**src/rtl/not_gate_tester.sv**
```systemverilog
// ============================================================================
// Module      : not_gate_tester
// Description : Go/no-go tester for an external inverter. Applies alternating
//               0/1 vectors, waits for settling, samples the response and
//               reports mismatch count, first failing vector and pass/fail.
// Revision    : 1.0 - initial release
// ============================================================================
`default_nettype none

module not_gate_tester #(
    parameter int SETTLE_CYCLES = 2,
    parameter int ROUNDS        = 8,
    parameter int CNT_W         = 8
) (
    input  logic             clk,
    input  logic             rst,
    input  logic             start,
    output logic             dut_a,
    input  logic             dut_z,
    output logic             busy,
    output logic             done,
    output logic             pass,
    output logic [CNT_W-1:0] err_count,
    output logic [7:0]       first_fail
);

    localparam logic [2:0]       c_st_idle   = 3'd0;
    localparam logic [2:0]       c_st_drive  = 3'd1;
    localparam logic [2:0]       c_st_settle = 3'd2;
    localparam logic [2:0]       c_st_sample = 3'd3;
    localparam logic [2:0]       c_st_done   = 3'd4;

    localparam logic [7:0]       c_last_v    = 8'(2 * ROUNDS - 1);
    localparam logic [7:0]       c_settle    = 8'(SETTLE_CYCLES);
    localparam logic [7:0]       c_none      = 8'hFF;
    localparam logic [CNT_W-1:0] c_err_max   = '1;

    typedef enum logic [2:0] {
        st_idle   = c_st_idle,
        st_drive  = c_st_drive,
        st_settle = c_st_settle,
        st_sample = c_st_sample,
        st_done   = c_st_done
    } state_t;

    state_t           r_state;
    logic [7:0]       r_v;
    logic [7:0]       r_settle;
    logic             r_dut_a;
    logic             r_busy;
    logic             r_done;
    logic             r_pass;
    logic [CNT_W-1:0] r_err;
    logic [7:0]       r_first_fail;

    state_t           w_state_next;
    logic [7:0]       w_v_next;
    logic [7:0]       w_settle_next;
    logic             w_dut_a_next;
    logic             w_busy_next;
    logic             w_done_next;
    logic             w_pass_next;
    logic [CNT_W-1:0] w_err_next;
    logic [7:0]       w_first_fail_next;
    logic             w_mismatch;

    always_ff @(posedge clk) begin
        if (rst) begin
            r_state      <= st_idle;
            r_v          <= 8'd0;
            r_settle     <= 8'd0;
            r_dut_a      <= 1'b0;
            r_busy       <= 1'b0;
            r_done       <= 1'b0;
            r_pass       <= 1'b0;
            r_err        <= '0;
            r_first_fail <= c_none;
        end else begin
            r_state      <= w_state_next;
            r_v          <= w_v_next;
            r_settle     <= w_settle_next;
            r_dut_a      <= w_dut_a_next;
            r_busy       <= w_busy_next;
            r_done       <= w_done_next;
            r_pass       <= w_pass_next;
            r_err        <= w_err_next;
            r_first_fail <= w_first_fail_next;
        end
    end

    always_comb begin
        w_state_next      = r_state;
        w_v_next          = r_v;
        w_settle_next     = r_settle;
        w_dut_a_next      = r_dut_a;
        w_done_next       = 1'b0;
        w_pass_next       = r_pass;
        w_err_next        = r_err;
        w_first_fail_next = r_first_fail;
        // A good inverter drives the complement of what we present.
        w_mismatch        = (dut_z == r_dut_a);

        case (r_state)
            st_idle: begin
                if (start) begin
                    w_state_next      = st_drive;
                    w_v_next          = 8'd0;
                    w_dut_a_next      = 1'b0;
                    w_err_next        = '0;
                    w_first_fail_next = c_none;
                    w_pass_next       = 1'b0;
                end
            end
            st_drive: begin
                w_settle_next = c_settle;
                w_state_next  = (c_settle == 8'd0) ? st_sample : st_settle;
            end
            st_settle: begin
                if (r_settle <= 8'd1) begin
                    w_state_next = st_sample;
                end else begin
                    w_settle_next = r_settle - 8'd1;
                end
            end
            st_sample: begin
                if (w_mismatch) begin
                    if (r_err != c_err_max) begin
                        w_err_next = r_err + 1'b1;
                    end
                    if (r_first_fail == c_none) begin
                        w_first_fail_next = r_v;
                    end
                end
                // Pass is resolved on entry to DONE so it is valid alongside done.
                if (r_v == c_last_v) begin
                    w_state_next = st_done;
                    w_dut_a_next = 1'b0;
                    w_done_next  = 1'b1;
                    w_pass_next  = (w_err_next == '0);
                end else begin
                    w_state_next = st_drive;
                    w_v_next     = r_v + 8'd1;
                    w_dut_a_next = ~r_v[0];
                end
            end
            st_done: begin
                w_state_next = st_idle;
            end
            default: begin
                w_state_next = st_idle;
            end
        endcase

        w_busy_next = (w_state_next != st_idle);
    end

    assign dut_a      = r_dut_a;
    assign busy       = r_busy;
    assign done       = r_done;
    assign pass       = r_pass;
    assign err_count  = r_err;
    assign first_fail = r_first_fail;

endmodule

`default_nettype wire

```
**config.mk**
```make
export PLATFORM = sky130hd
export DESIGN_NAME = not_gate_tester
export DESIGN_NICKNAME = d
export VERILOG_FILES = /design/src/rtl/not_gate_tester.sv
export SDC_FILE = /design/constraint.sdc
export NUM_CORES = 1
export LEC_CHECK = 0
export ABC_AREA = 1
export CORE_ASPECT_RATIO = 1.5
export CORE_MARGIN = 2
export CORE_UTILIZATION = 50
export DETAILED_ROUTE_END_ITERATION = 7
export GPL_TIMING_DRIVEN = 0
export PLACE_DENSITY = 0.71
export SLEW_MARGIN = 25
export SYNTH_ARGS = -nofsm -noshare
export SYNTH_HDL_FRONTEND = slang
export SYNTH_SLANG_ARGS = --single-unit
```
**constraint.sdc**
```tcl
create_clock -name clk -period 1.55 [get_ports clk]
set_input_delay 0.31 -clock clk [delete_from_list [all_inputs] [get_ports clk]]
set_output_delay 0.31 -clock clk [all_outputs]
set_load 0.01 [all_outputs]
```
Yosys cells after proc, flatten, opt, wreduce, memory -nomap -nowiden --
Cells that the tools add are included.
Word-level totals: flip-flop bits (word level) 39, bits in latches 0, RAM bits 0, bits in read-only memories 0, input port bits 4, logic and storage cells 62, memories kept 0
Operators by class: $add $sub $neg 3, multipliers 0, divide/modulo/power cells 0, order comparisons 1, equal/unequal tests 13, shift-type cells 0, muxes and demuxes 23, bitwise logic cells 2, reduce and logical (&&, ||, !) cells 11
Operator list (count):
- $mux W8 | 9
- $pmux W8 S2 | 4
- $add A8 B1 Y8 const B | 2
- $ne A2 B2 Y1 const B | 6
- $pmux W3 S4 | 1
- $mux W3 | 3
- $eq A8 B4 Y1 const B | 1
- $eq A8 B8 Y1 const B | 1
- $le A8 B1 Y1 const B | 1
- $logic_not A8 Y1 | 1
- $ne A8 B8 Y1 const B | 1
- $sub A8 B1 Y8 const B | 1
- $eq A3 B2 Y1 const B | 2
- $reduce_and A3 Y1 | 2
- $mux W1 | 4
- $pmux W1 S2 | 2
- $reduce_and A2 Y1 | 2
- $reduce_and A4 Y1 | 1
- $reduce_bool A2 Y1 | 2
- $eq A3 B1 Y1 const B | 1
- $logic_not A3 Y1 | 1
- $reduce_bool A3 Y1 | 1
- $not A1 Y1 | 2
- $reduce_or A2 Y1 | 1
- $eq A1 B1 Y1 | 1

Logic depth before layout (Yosys ltp) --
Gate-level depths: netlist of run 1.
depth in word-level cells 7, gate-level depth with buffers 12

Least setup slack after synthesis of run 1 --
No wires, ideal clock.
kind register to register, start point register r_settle[0], end point register r_settle[5], setup time 0.116 ns, data arrival time 1.371 ns, data required time 1.434 ns, slack 0.063 ns, stages on the path, launching flop included 11, buffers on the path 0, clock period less this slack 1.487 ns, cell sequence dfxtp_1 > inv_1 > ha_1 > nor2_1 > nor2_1 > nand3_2 > o21ai_4 > nor2_2 > nand2_1 > nand2_1 > nor3b_2
On the way: cells in the longest elaborated chain, start to end 3, elaborated cells between the ends (all ways) 6
Ends and longest elaborated chain:
- start: declaration | line 48 | logic [7:0] r_settle;
- start signal: assignment | line 81 | r_settle <= w_settle_next;
- $sub A8 B1 Y8 or $le A8 B1 Y1 (tied branches) | line 122, 119
- $mux W8 or $ne A2 B2 Y1 (tied branches)
- $pmux W8 S2 or $reduce_and A2 Y1 (tied branches)
Parallel ways exist; a longest one is shown, timed or not. The select of a mux whose other input is x is not followed. A chain may end at the register's enable or synchronous reset.

Worst setup path in the final report of run 1 --
start point register r_err[0] (netlist: err_count[0]), end point output port err_count[0]
RTL lines:
- start: declaration | line 53 | logic [CNT_W-1:0] r_err;
- start signal: assignment | line 86 | r_err <= w_err_next;
- end: declaration | line 23 | output logic [CNT_W-1:0] err_count,
No word-level cell between the ends.

==> impl_metrics.yaml, run 1 <==
floorplanning:
  io_pins: 24
  die_area_sq_mm: 0.00467
  core_area_sq_mm: 0.00396
  fp.dieH_um: 82.7
  die_w_um: 56.5
  rows: 28
  initial_core_util_pct: 52.1
min_path:
  hp-class: "reg2reg"
  min_from: "r_settle[2]"
  whs_path_depth: 1
  hold_end: "r_settle[2]"
sta:
  fin_skew_ns: 0.00421
  tightest_slew_ns: 0.442
  setup_slack_ns: 0.0334
  slew_viol_final: 0
  finalSetupViolations: 0
  period_share_pct: 97.8
  rsz0062_at_grt: "yes"
  slew_headroom_pct: 70.6
  min_period_ns: 1.52
  hold_viol: 0
  fmax_ghz: 0.659
power_and_ir_drop:
  p_comb_share_pct: 42.8
  p_leak_nw: 1.24
  switchingPower_w: 0.00132
  pwr-share-clk_pct: 21.3
  p_sw_share_pct: 37.4
  power_frac_seq_pct: 35.9
  power_density_mw_per_mm2: 1310
  finalPower_w: 0.00354
  ir_drop_mv: 1.13
  p_int_w: 0.00222
yosys:
  yosys.area.top_type: "dfxtp_1"
  ys_seq_area_share_pct: 37.8
  ys_ff_latch: 39
  synth_ff_type: "dfxtp_1"
  synthTopCellsByCount: "nand2_1 (74), nor2_1 (42), dfxtp_1 (39)"
  syn_inst: 296
  ys_async_sr_fraction_pct: 0
  syn_nets: 304
  avgSynthCellArea_sq_um: 6.97
  yosys_warnings: 0
  yosysUniqueCellTypes: 35
  synth_edf_count: 0
  synth_area_sq_mm: 0.00206
  synth_top_area_share_pct: 37.8
  synth_most_common_cell: "nand2_1"
  synth_area_leaders: "dfxtp_1 (38%), nand2_1 (13%), nor2_1 (7.6%), inv_1 (5.5%), nand3_1 (5.1%)"
clock_tree:
  clk_latency_ns: 0.29
  cts_root_buffer: "clkbuf_8"
  cts_hold_buffers: 0
  cts_inserted_buffers: 5
  clk_pin_slew_ns: 0.07
  cts.htree.levels: 2
  cts_buffer_depth: 2
  clock-sinks: 39
  cts_tree: "yes"
route:
  dr.pass1.iters: 5
  drtIter0Drc: 107
  wirelength_mm: 4.75
  vias_per_cell: 5.17
  avgRoutedWirePerCell_um: 12.4
  postRouteAntennaNets: 0
  vias: 1984
  drc_errors: 0
global_route:
  grt_pass1_vias: 1693
  grt_pass1_wl_mm: 7.30
  antenna_found_initial: 0
  grt_overflow_total: 0
  grt_usage_pct: 20.2
  grt_max_degree: 12
worst_setup_path:
  crit_family: "buffers and inverters"
  crit_path_end_kind: "primary output"
  start_kind: "register"
  r2r-start: "err_count[0]"
  max_stage_delay_ns: 0.53
  crit_slowest_cell: "clkdlybuf4s50_1"
  r2r_end: "pass"
  timing.reg2reg.setup_slack_ns: 0.04
  required_ns: 1.24
  crit_fanout: 5
  crit_start: "err_count[0]"
  path_depth: 1
  arrival_ns: 1.21
  critPathKind: "reg2out"
  cp_cell_sequence: "clkdlybuf4s50_1"
  ff2ff_path_depth: 11
  path_buf_inv: 1
layout:
  antenna_cells: 0
  fin_cells: 384
  fin_util_pct: 68.2
  syn_to_final_growth_pct: 30.7
  fillCellCount: 360
  layout.nets: 346
  final_layout_size_suffix_gt1_share_pct: 22.7
placement:
  place.detailed.hpwl_mm: 3.33
  place_congestion: 0.824
  io_buffers: 23
  pre_cts_ws_ns: -0.294
  dp_cells: 364
job:
  drv_cap: 0
run_status:
  status: "completed"
[sequential cells by signal, summed over array words and instances (netlist names)]
signal      cells
err_count       8
first_fail      8
r_settle        8
r_v             8
r_state         3
busy            1
done            1
dut_a           1
pass            1
[cell usage in the layout, fill, tap and decap left out, drive strengths merged]
cell type      Yosys  layout
clkbuf             3      12
nand2             81      81
nand3b             1       1
o21ai             10      10
dlymetal6s2s       0      11
o211ai             8       8
nor2              48      48
dlygate4sd2        0       2
a211oi             1       1
a31oi              3       3
clkinv             1       1
nor3b              2       2
a21oi             21      21
nand3             24      24
nand4              5       5
xor2               1       1
o221ai             1       1
buf                3      14
dfxtp             39      39
inv               34      34
or2                1       1
clkdlybuf4s50      0      10
nor4               1       1
nor3               2       2
xnor2              2       2
ha                 4       4
[worst max path at each step]
stage              endpoint  slack, ns
2_1_floorplan   r_settle[5]       0.06
6_report       err_count[0]       0.03
3_5_place_dp           pass      -0.29
5_1_grt                pass      -0.02
3_3_place_gp           pass      -0.26
4_1_cts                pass      0.002
[cell families after synthesis]
kind of cell / synth area share, %
xor+xnor: 1.27
buf+inv: 8.73
simple gates: 36.5
fa+ha+maj: 2.42
flops: 37.8
compound gates: 13.3
[cell type report]
class | count | area (sq um) | area share, %
flip-flops and latches | 39 | 807 | 29.9
well taps | 45 | 56.3 | 2.09
clock buffers | 8 | 100 | 3.71
repair buffers | 35 | 345 | 12.8
inverters | 35 | 139 | 5.15
multi-input cells | 216 | 1200 | 44.4
plain buffers | 6 | 52.6 | 1.95
[power groups by stage]
stage	clock network [W]	registers, W	logic, W
2_1_floorplan	0	0.00129	0.000914
3_3_place_gp	0	0.00127	0.00121
3_5_place_dp	0	0.00128	0.00123
4_1_cts	0.000766	0.00126	0.00130
5_1_grt	0.000806	0.00129	0.00168
6_report	0.000755	0.00127	0.00151
[stage by stage]
| step | setup TNS [ns] | cell area (sq um) | hold slack, ns |
|---|---|---|---|
| floorplan | 0 | 2060 | 0.412 |
| global placement | -4.37 | 2350 | 0.423 |
| detailed placement | -4.69 | 2350 | 0.427 |
| CTS | 0 | 2490 | 0.439 |
| global route | -0.0925 | 2700 | 0.456 |
| finish | 0 | 2700 | 0.434 |
[metal layers]
layer | wire length (um) | part of all wire (%) | track usage [%]
met1 | 2010 | 42 | 22.3
met2 | 2520 | 53 | 35.5
met3 | 108 | 2.3 | 4.36
met4 | 116 | 2.4 | 11.9
met5 | 0 | 0 | 0
[what timing repair did]
action	4_1_cts	5_1_grt
buffers inserted	1	10
cloned	0	1
pin swaps	1	11
resized for setup	19	41
hold endpoints to repair	0	0
endpoints found under the setup margin	24	39
Note: power is estimated with default switching activity, not from simulation.
==> inputs of run 2 (changes only) <==
CORE_ASPECT_RATIO = 0.9   (was 1.5)
==> run 2 against run 1 <==
Compared with the run above: die area is 0.22% lower; via count rose by 1.5%; sequential cell count did not move; non-clock buffer count decreased by 1; clock power rose by 8.3%.
==> impl_metrics.yaml, run 2 (synthesized netlist as in run 1, its figures left out) <==
sta:
  min_period_ns: 1.54
  tightest_slew_ns: 0.458
  fin_skew_ns: 0.00554
  slew_viol_final: 0
  finalSetupTns_ns: 0
  slew_headroom_pct: 69.5
  fmax_ghz: 0.649
  finalSetupViolations: 0
  period_share_pct: 99.4
  hold_viol: 0
  rsz0062_at_grt: "yes"
layout:
  mostFrequentLayoutCell: "nand2_1"
  fin_cells: 385
  fin_util_pct: 66.9
  fillCellCount: 354
  syn_to_final_growth_pct: 30.3
  final_layout_size_suffix_gt1_share_pct: 23.4
  layout.nets: 345
  antenna_cells: 0
  layout_common_cells: "nand2_1 (70), nor2_1 (37), inv_1 (28)"
  stdcell_area_sq_mm: 0.00269
worst_setup_path:
  arrival_ns: 1.77
  start_kind: "register"
  required_ns: 1.78
  critPathKind: "reg2reg"
  crit_path_end_kind: "register"
  crit_fanout: 6
clock_tree:
  clk_pin_slew_ns: 0.08
  cts_inserted_buffers: 5
  cts_tree: "yes"
  cts_root_buffer: "clkbuf_8"
  cts_hold_buffers: 0
  cts.htree.levels: 2
  clk_latency_ns: 0.29
  cts_buffer_depth: 2
  clock-sinks: 39
global_route:
  grt_overflow_total: 0
  grt_pass1_vias: 1770
  grt_pass1_wl_mm: 7.83
  grt_usage_pct: 21.3
  grt_max_degree: 17
  antenna_found_initial: 0
placement:
  dp_cells: 367
  placed_area_sq_mm: 0.00235
  place_congestion: 0.864
  place.detailed.hpwl_mm: 3.40
  io_buffers: 23
power_and_ir_drop:
  ir_drop_mv: 0.786
  power_density_mw_per_mm2: 1340
  finalPower_w: 0.00361
  p_leak_nw: 1.21
floorplanning:
  rows: 22
  core_area_sq_mm: 0.00402
  fp.dieH_um: 65.0
  io_pins: 24
  die_w_um: 71.7
  die_area_sq_mm: 0.00466
  initial_core_util_pct: 51.4
route:
  avgRoutedWirePerCell_um: 12.4
  vias_per_cell: 5.23
  wirelength_mm: 4.79
  drtIter0Drc: 146
  postRouteAntennaNets: 0
  drc_errors: 0
  dr.pass1.iters: 4
  vias: 2014
job:
  drv_cap: 0
min_path:
  hp-class: "reg2reg"
run_status:
  status: "completed"
[run 2: cell types whose count changed in the layout (fill, tap and decap cells not counted), moves of 2 or more]
cell / before / now
clkdlybuf4s50_1: 10 / 15
buf_4: 12 / 10
clkbuf_8: 8 / 6
dfxtp_2: 6 / 8
nor2_2: 5 / 8
nor2_1: 40 / 37
dlymetal6s2s_1: 11 / 6
[run 2: worst max-delay path: stages, from the launching register on]
cell	delay, ns
dfxtp_4	0.38
ha_4	0.17
nand2_4	0.07
nor2_4	0.15
nand2_4	0.09
nand3_2	0.07
nand2_2	0.07
nor2_2	0.13
nand2_1	0.06
nor2_1	0.10
nand2_1	0.07
a21oi_2	0.11
[run 2: power by group]
group	switching [W]	leakage (nW)	internal, W
clock network	0.000347	0.0513	0.000472
registers	0.000115	0.324	0.00116
logic	0.000860	0.837	0.000663
total	0.00132	1.21	0.00229
[run 2: per-layer routing]
layer / GRT usage (%) / wire length [um]
met2: 33.7 / 2200
met1: 28.8 / 2280
met5: 0 / 0
met4: 7.31 / 71
met3: 4.51 / 237
[run 2: worst paths after layout]
check / startpoint / to / slack, ns / depth (start not counted)
setup / recovery: err_count[1] / pass / 0.009 / 11
hold / removal: r_settle[2] / r_settle[2] / 0.44 / 1
hold reg to reg: r_settle[2] / r_settle[2] / 0.44 / 1
setup reg to reg: err_count[1] / pass / 0.009 / 11
[run 2: per-stage QoR]
stage	hold slack [ns]	worst slack, ns
2_1_floorplan	0.412	0.0633
3_3_place_gp	0.423	-0.302
3_5_place_dp	0.426	-0.326
4_1_cts	0.439	0.00376
5_1_grt	0.468	-0.0846
6_report	0.440	0.00886
[run 2: area by class of cell]
type / count / area (sq um) / share of cell area [%]
Clock inverter: 1 / 30.0 / 1.12
Tap cell: 48 / 60.1 / 2.23
Inverter: 35 / 136 / 5.07
Buffer: 5 / 45.0 / 1.67
Clock buffer: 6 / 72.6 / 2.70
Multi-Input combinational cell: 216 / 1210 / 44.8
Timing Repair Buffer: 35 / 334 / 12.4
Sequential cell: 39 / 806 / 30.0
[run 2: timing repair]
action / 4_1_cts / 5_1_grt
setup buffers: 2 / 9
pin swaps: 1 / 14
gates cloned: 0 / 1
gates resized for setup: 24 / 33
endpoints found under the setup margin: 32 / 30
